`config.mk`:
```
export PLATFORM = sky130hd
export DESIGN_NAME = sync_fifo_flags
export DESIGN_NICKNAME = d
export VERILOG_FILES = /design/src/rtl/fifo_pkg.sv /design/src/rtl/fifo_mem.sv /design/src/rtl/sync_fifo_flags.sv
export SDC_FILE = /design/constraint.sdc
export NUM_CORES = 1
export LEC_CHECK = 0
export CORE_ASPECT_RATIO = 1.25
export CORE_UTILIZATION = 40
export DETAILED_ROUTE_END_ITERATION = 12
export GPL_TIMING_DRIVEN = 0
export SKIP_CTS_REPAIR_TIMING = 1
export SYNTH_ARGS = -nofsm -noshare
export SYNTH_HDL_FRONTEND = slang
export SYNTH_HIERARCHICAL = 1
export SYNTH_SLANG_ARGS = --single-unit
export TNS_END_PERCENT = 5
```
`constraint.sdc`:
```
create_clock -name clk_i -period 3.6 [get_ports clk_i]
set_clock_uncertainty 0.2 [all_clocks]
set_input_delay 0.36 -clock clk_i [delete_from_list [all_inputs] [get_ports clk_i]]
set_output_delay 0.36 -clock clk_i [all_outputs]
set_load 0.03 [all_outputs]
```
`src/rtl/fifo_pkg.sv`:
```
// Shared FIFO defaults and pointer-width helper,
// common to the single- and dual-clock FIFOs.
package fifo_pkg;

  localparam int DEF_WIDTH = 8;
  localparam int DEF_DEPTH = 16;

  function automatic int clog2(input int n);
    int r;
    r = 0;
    for (int i = 0; i < 31; i++) begin
      if ((1 << i) < n) r = i + 1;
    end
    return r;
  endfunction

endpackage

```
`src/rtl/fifo_mem.sv`:
```
// FIFO storage: register array with one sync
// write port and one async read port.
module fifo_mem #(
  parameter int WIDTH = 8,
  parameter int DEPTH = 16,
  parameter int AW    = 4
) (
  input  logic             clk,
  input  logic             we,
  input  logic [AW-1:0]    waddr,
  input  logic [WIDTH-1:0] wdata,
  input  logic [AW-1:0]    raddr,
  output logic [WIDTH-1:0] rdata
);

  logic [WIDTH-1:0] mem [DEPTH];

  always_ff @(posedge clk) begin
    if (we) mem[waddr] <= wdata;
  end

  assign rdata = mem[raddr];

endmodule

```
`src/rtl/sync_fifo_flags.sv`:
```
// Single-clock FIFO with registered fill count,
// almost-full/empty flags and sticky error.
module sync_fifo_flags
  import fifo_pkg::*;
#(
  parameter int WIDTH     = DEF_WIDTH,
  parameter int DEPTH     = DEF_DEPTH,
  parameter int PTR_WIDTH = clog2(DEPTH),
  parameter int AF_LEVEL  = 12,
  parameter int AE_LEVEL  = 4,
  parameter bit FWFT      = 1'b0
) (
  input  logic               clk_i,
  input  logic               rst_i,
  input  logic               wr_en_i,
  input  logic [WIDTH-1:0]   wdata_i,
  output logic               full_o,
  output logic               almost_full_o,
  input  logic               rd_en_i,
  output logic [WIDTH-1:0]   rdata_o,
  output logic               empty_o,
  output logic               almost_empty_o,
  output logic [PTR_WIDTH:0] count_o,
  output logic               overflow_o,
  output logic               underflow_o,
  input  logic               clr_err_i,
  output logic               error_o
);

  localparam int PW = PTR_WIDTH + 1;
  localparam logic [PTR_WIDTH:0] ONE = PW'(1);
  localparam logic [PTR_WIDTH:0] FULL_CNT = PW'(DEPTH);
  localparam logic [PTR_WIDTH:0] AF_CNT = PW'(AF_LEVEL);
  localparam logic [PTR_WIDTH:0] AE_CNT = PW'(AE_LEVEL);

  logic [PTR_WIDTH:0] wr_ptr, rd_ptr;
  logic [PTR_WIDTH:0] wr_nxt, rd_nxt;
  logic [PTR_WIDTH:0] cnt_q, cnt_d;
  logic               full_q, af_q;
  logic               empty_q, ae_q;
  logic               ovf_q, udf_q, err_q;
  logic               wr_ok, rd_ok;
  logic               wr_rej, rd_rej;
  logic [WIDTH-1:0]   mem_rdata;

  assign wr_ok  = wr_en_i & ~full_q;
  assign rd_ok  = rd_en_i & ~empty_q;
  assign wr_rej = wr_en_i & full_q;
  assign rd_rej = rd_en_i & empty_q;

  // Occupancy is the wrap-aware pointer distance
  assign wr_nxt = wr_ok ? wr_ptr + ONE : wr_ptr;
  assign rd_nxt = rd_ok ? rd_ptr + ONE : rd_ptr;
  assign cnt_d  = wr_nxt - rd_nxt;

  always_ff @(posedge clk_i or posedge rst_i) begin
    if (rst_i) begin
      wr_ptr  <= '0;
      rd_ptr  <= '0;
      cnt_q   <= '0;
      full_q  <= 1'b0;
      af_q    <= 1'b0;
      empty_q <= 1'b1;
      ae_q    <= 1'b1;
      ovf_q   <= 1'b0;
      udf_q   <= 1'b0;
      err_q   <= 1'b0;
    end else begin
      wr_ptr  <= wr_nxt;
      rd_ptr  <= rd_nxt;
      cnt_q   <= cnt_d;
      full_q  <= (cnt_d == FULL_CNT);
      af_q    <= (cnt_d >= AF_CNT);
      empty_q <= (cnt_d == '0);
      ae_q    <= (cnt_d <= AE_CNT);
      ovf_q   <= wr_rej;
      udf_q   <= rd_rej;
      // A fresh error outranks a clear
      err_q   <= wr_rej | rd_rej
               | (err_q & ~clr_err_i);
    end
  end

  fifo_mem #(
    .WIDTH (WIDTH),
    .DEPTH (DEPTH),
    .AW    (PTR_WIDTH)
  ) u_mem (
    .clk   (clk_i),
    .we    (wr_ok),
    .waddr (wr_ptr[PTR_WIDTH-1:0]),
    .wdata (wdata_i),
    .raddr (rd_ptr[PTR_WIDTH-1:0]),
    .rdata (mem_rdata)
  );

  if (FWFT) begin : g_fwft
    assign rdata_o = empty_q ? '0 : mem_rdata;
  end else begin : g_reg
    logic [WIDTH-1:0] rdata_q;
    always_ff @(posedge clk_i or posedge rst_i) begin
      if (rst_i) rdata_q <= '0;
      else if (rd_ok) rdata_q <= mem_rdata;
    end
    assign rdata_o = rdata_q;
  end

  assign full_o         = full_q;
  assign almost_full_o  = af_q;
  assign empty_o        = empty_q;
  assign almost_empty_o = ae_q;
  assign count_o        = cnt_q;
  assign overflow_o     = ovf_q;
  assign underflow_o    = udf_q;
  assign error_o        = err_q;

endmodule

```
==> results.txt <==
Outcome: finished, final reports clean
Setup Slack @ Placement: -0.06933 ns
R2R Setup Slk: 0.36 ns
RSZ-0062 raised after global routing: false
Total track usage: 16.32%
WP data required: 3.71 ns
Critical R2R Launch: empty_o
Setup CP Type: reg2reg
Most frequent cells in the layout: edfxtp_1 (128), nand2_1 (38), clkdlybuf4s50_1 (32)
CP max stage cell: dfstp_2
EDFF count, synth: 128
Number of antenna diodes: 0
Count of mapped cells out of synthesis: 339
Setup TNS: 0 ns
Port bufs: 32
GR Util met2: 27.34%
Max_cap viols: 0
Clock power share: 26.9%
Final Hold Viols: 0
Seq/Total Area, Yosys: 72.38%
Critical path, cell by cell: or2b_1 > clkbuf_1 > xnor2_1 > ha_1 > fa_1 > nor3_1 > a311o_1 > xnor3_2 > a21o_1
Synth-to-Final Area Change: 18.75%
Routed WL: 12030 um
Largest net degree at the start of global routing: 31
DRT Pass-1 Iters: 4
Worst hold path type: reg2reg
Ys flop type: edfxtp_1
GR met1 Demand/Resource: 20.26%
Worst Reg-to-Reg Cells: 9
Hpwl dp: 8092 um
Worst EP arrival: 3.35 ns
DRT antenna net count: 0
Synth Area per Inst: 18.73 um2
Crit path max fanout: 10
Comb pwr share: 35.8%
Total vias in the final route: 3138
Flop and latch count out of synthesis: 158
Commonest non-fill, non-tap cell in the layout: edfxtp_1
Library cells used by synthesis: 44
Antenna violations before repair: 0
Switching part of the total: 33.63%
Max H-tree Level: 4
CP peak stage delay: 0.56 ns
Clock sinks: 158
Die Y: 142.9 um
CP bufs+invs: 1
Fin crit period: 3.240 ns
Worst-Margin Slew: 1.333 ns
Initial Util: 40.79%
Fmax: 308.6 MHz
Final setup fails: 0
NumNets Final: 409
Site Rows: 51
Share of post-route cells with drive strength above 1: 18.11%
GPL Wtd Cong: 0.7852
Critical Path Source: empty_o
CP top delay family: adder cells
Async S/R FF share, synth: 18.99%
Die width: 114.7 um
Final Max Slew Viols: 0
Worst Setup Start Kind: flip-flop
Met3 usage: 4.160%
Worst reg2reg path endpoint: almost_full_o
P_sw: 2.240 mW
Fill cells: 1345
Core area: 15570 um2
Global-route wire length before repair: 18700 um
Sequential power share: 37.2%
WL/cell: 19.56 um
Die ar.: 16390 um2
Synthesized area: 6351 um2
Post-synthesis net count: 358
Hold Path Origin: rdata_o[5]
Worst rel slew slack: 10.44%
Cell Pwr Density: 882.9 nW/um2
Gr busiest metal: met2
Internal: 4.420 mW
Worst skew pair latency: 0.42 ns
Final setup margin: 0.3598 ns
CP Capture Point: almost_full_o
Worst-path clk slew: 0.06 ns
Vias per inst: 5.102
Initial drt markers: 231
Top Ports: 33
Residual DRC: 0
Final Cycle Share: 90.01%
CTS buffer count: 17
Crit. End Element: flip-flop
LEAKAGE: 2.686 nW
GRT overflow: 0
CTS tree: built
Synthesis warning total: 6
Clk root buf: clkbuf_16
Number of cells on the critical path: 9
VDD IR-drop max: 0.3855 mV
Vias in the first global route: 3186
CTS max path bufs: 2
[registers in the layout, summed over array words and instances (netlist names)]
signal	flops
almost_empty_o	1
almost_full_o	1
count_o	5
empty_o	1
error_o	1
full_o	1
overflow_o	1
rd_ptr	5
rdata_o	8
u_mem/mem	128
underflow_o	1
wr_ptr	5
[cell usage after synthesis (2+ instances only)]
library cell	count	area, um2
a21o_1	2	15.01
a22oi_1	16	120.1
and2_1	3	18.77
buf_2	4	20.02
buf_6	3	33.78
clkbuf_1	2	7.510
clkdlybuf4s25_2	3	30.03
dfrtp_1	28	700.7
dfstp_2	2	52.55
edfxtp_1	128	3844
ha_1	5	62.56
inv_1	10	37.54
mux4_1	14	367.9
mux4_2	18	405.4
nand2_1	38	142.6
nand2b_1	2	12.51
nand3b_1	4	30.03
nand4_1	4	25.02
nor2_1	14	52.55
nor2b_1	3	18.77
nor3_1	6	30.03
xnor2_1	7	61.31
xor2_1	2	17.52
[metrics by stage]
stage          hold slack [ns]  utilization (%)  std cells  area [um2]  power, mW
6_report                0.2781            48.44        615        7542      6.659
2_1_floorplan           0.2493                -        339        6351      4.197
3_5_place_dp            0.2664            44.55        583        6937      4.915
5_1_grt                 0.3070            48.44        615        7542      6.993
4_1_cts                 0.2855            48.41        615        7537      6.719
3_3_place_gp            0.2651            44.55        583        6937      4.886
[per-layer routing]
layer  part of all wire, %  up-vias
met5                     0        -
met4                   1.8        0
met3                   4.4       13
met2                    53       91
met1                    41     1602
li1                      -     1432
[kinds of logic (layout without fill, tap and decap cells)]
kind of cell,Yosys count,after routing,synth area share [%]
DFF,158,158,72.38
and+or+nand+nor,81,81,6.285
muxes,33,33,12.33
buffers and inverters,24,88,2.207
AOI/OAI and AO/OA,23,23,2.778
xor gates and xnor gates,13,13,2.561
adders and majority gates,7,7,1.458
[power by group through the flow]
stage               registers, mW  logic, mW  clock network [mW]
global placement             2.50       2.39                   0
floorplan                    2.64       1.56                   0
CTS                          2.48       2.41                1.83
detailed placement           2.52       2.40                   0
finish                       2.48       2.39                1.79
global route                 2.51       2.58                1.90
[tightest hold or removal path, stage by stage (launching register included)]
cell and delay [ns]:
dfrtp_1 0.34, nand2_1 0.05, nand2_1 0.05
[worst min path at each step]
stage	end	slack, ns	cells past startpoint
floorplan	almost_full_o	0.25	1
global placement	rdata_o[6]	0.27	2
detailed placement	rdata_o[3]	0.27	2
CTS	rdata_o[5]	0.29	2
global route	rd_ptr[4]	0.31	1
finish	rdata_o[5]	0.28	2
[layout make-up]
type	instances	area (um2)	area share, %
sequential	158	4597	60.95
multi-input combinational	157	1619	21.47
clock buffer	17	425.4	5.640
timing repair buffer	32	320.3	4.247
tap	212	265.3	3.517
clock inverter	15	175.2	2.322
buffer	13	98.84	1.311
inverter	11	41.29	0.5474
Note: power is estimated with default switching activity, not from simulation.
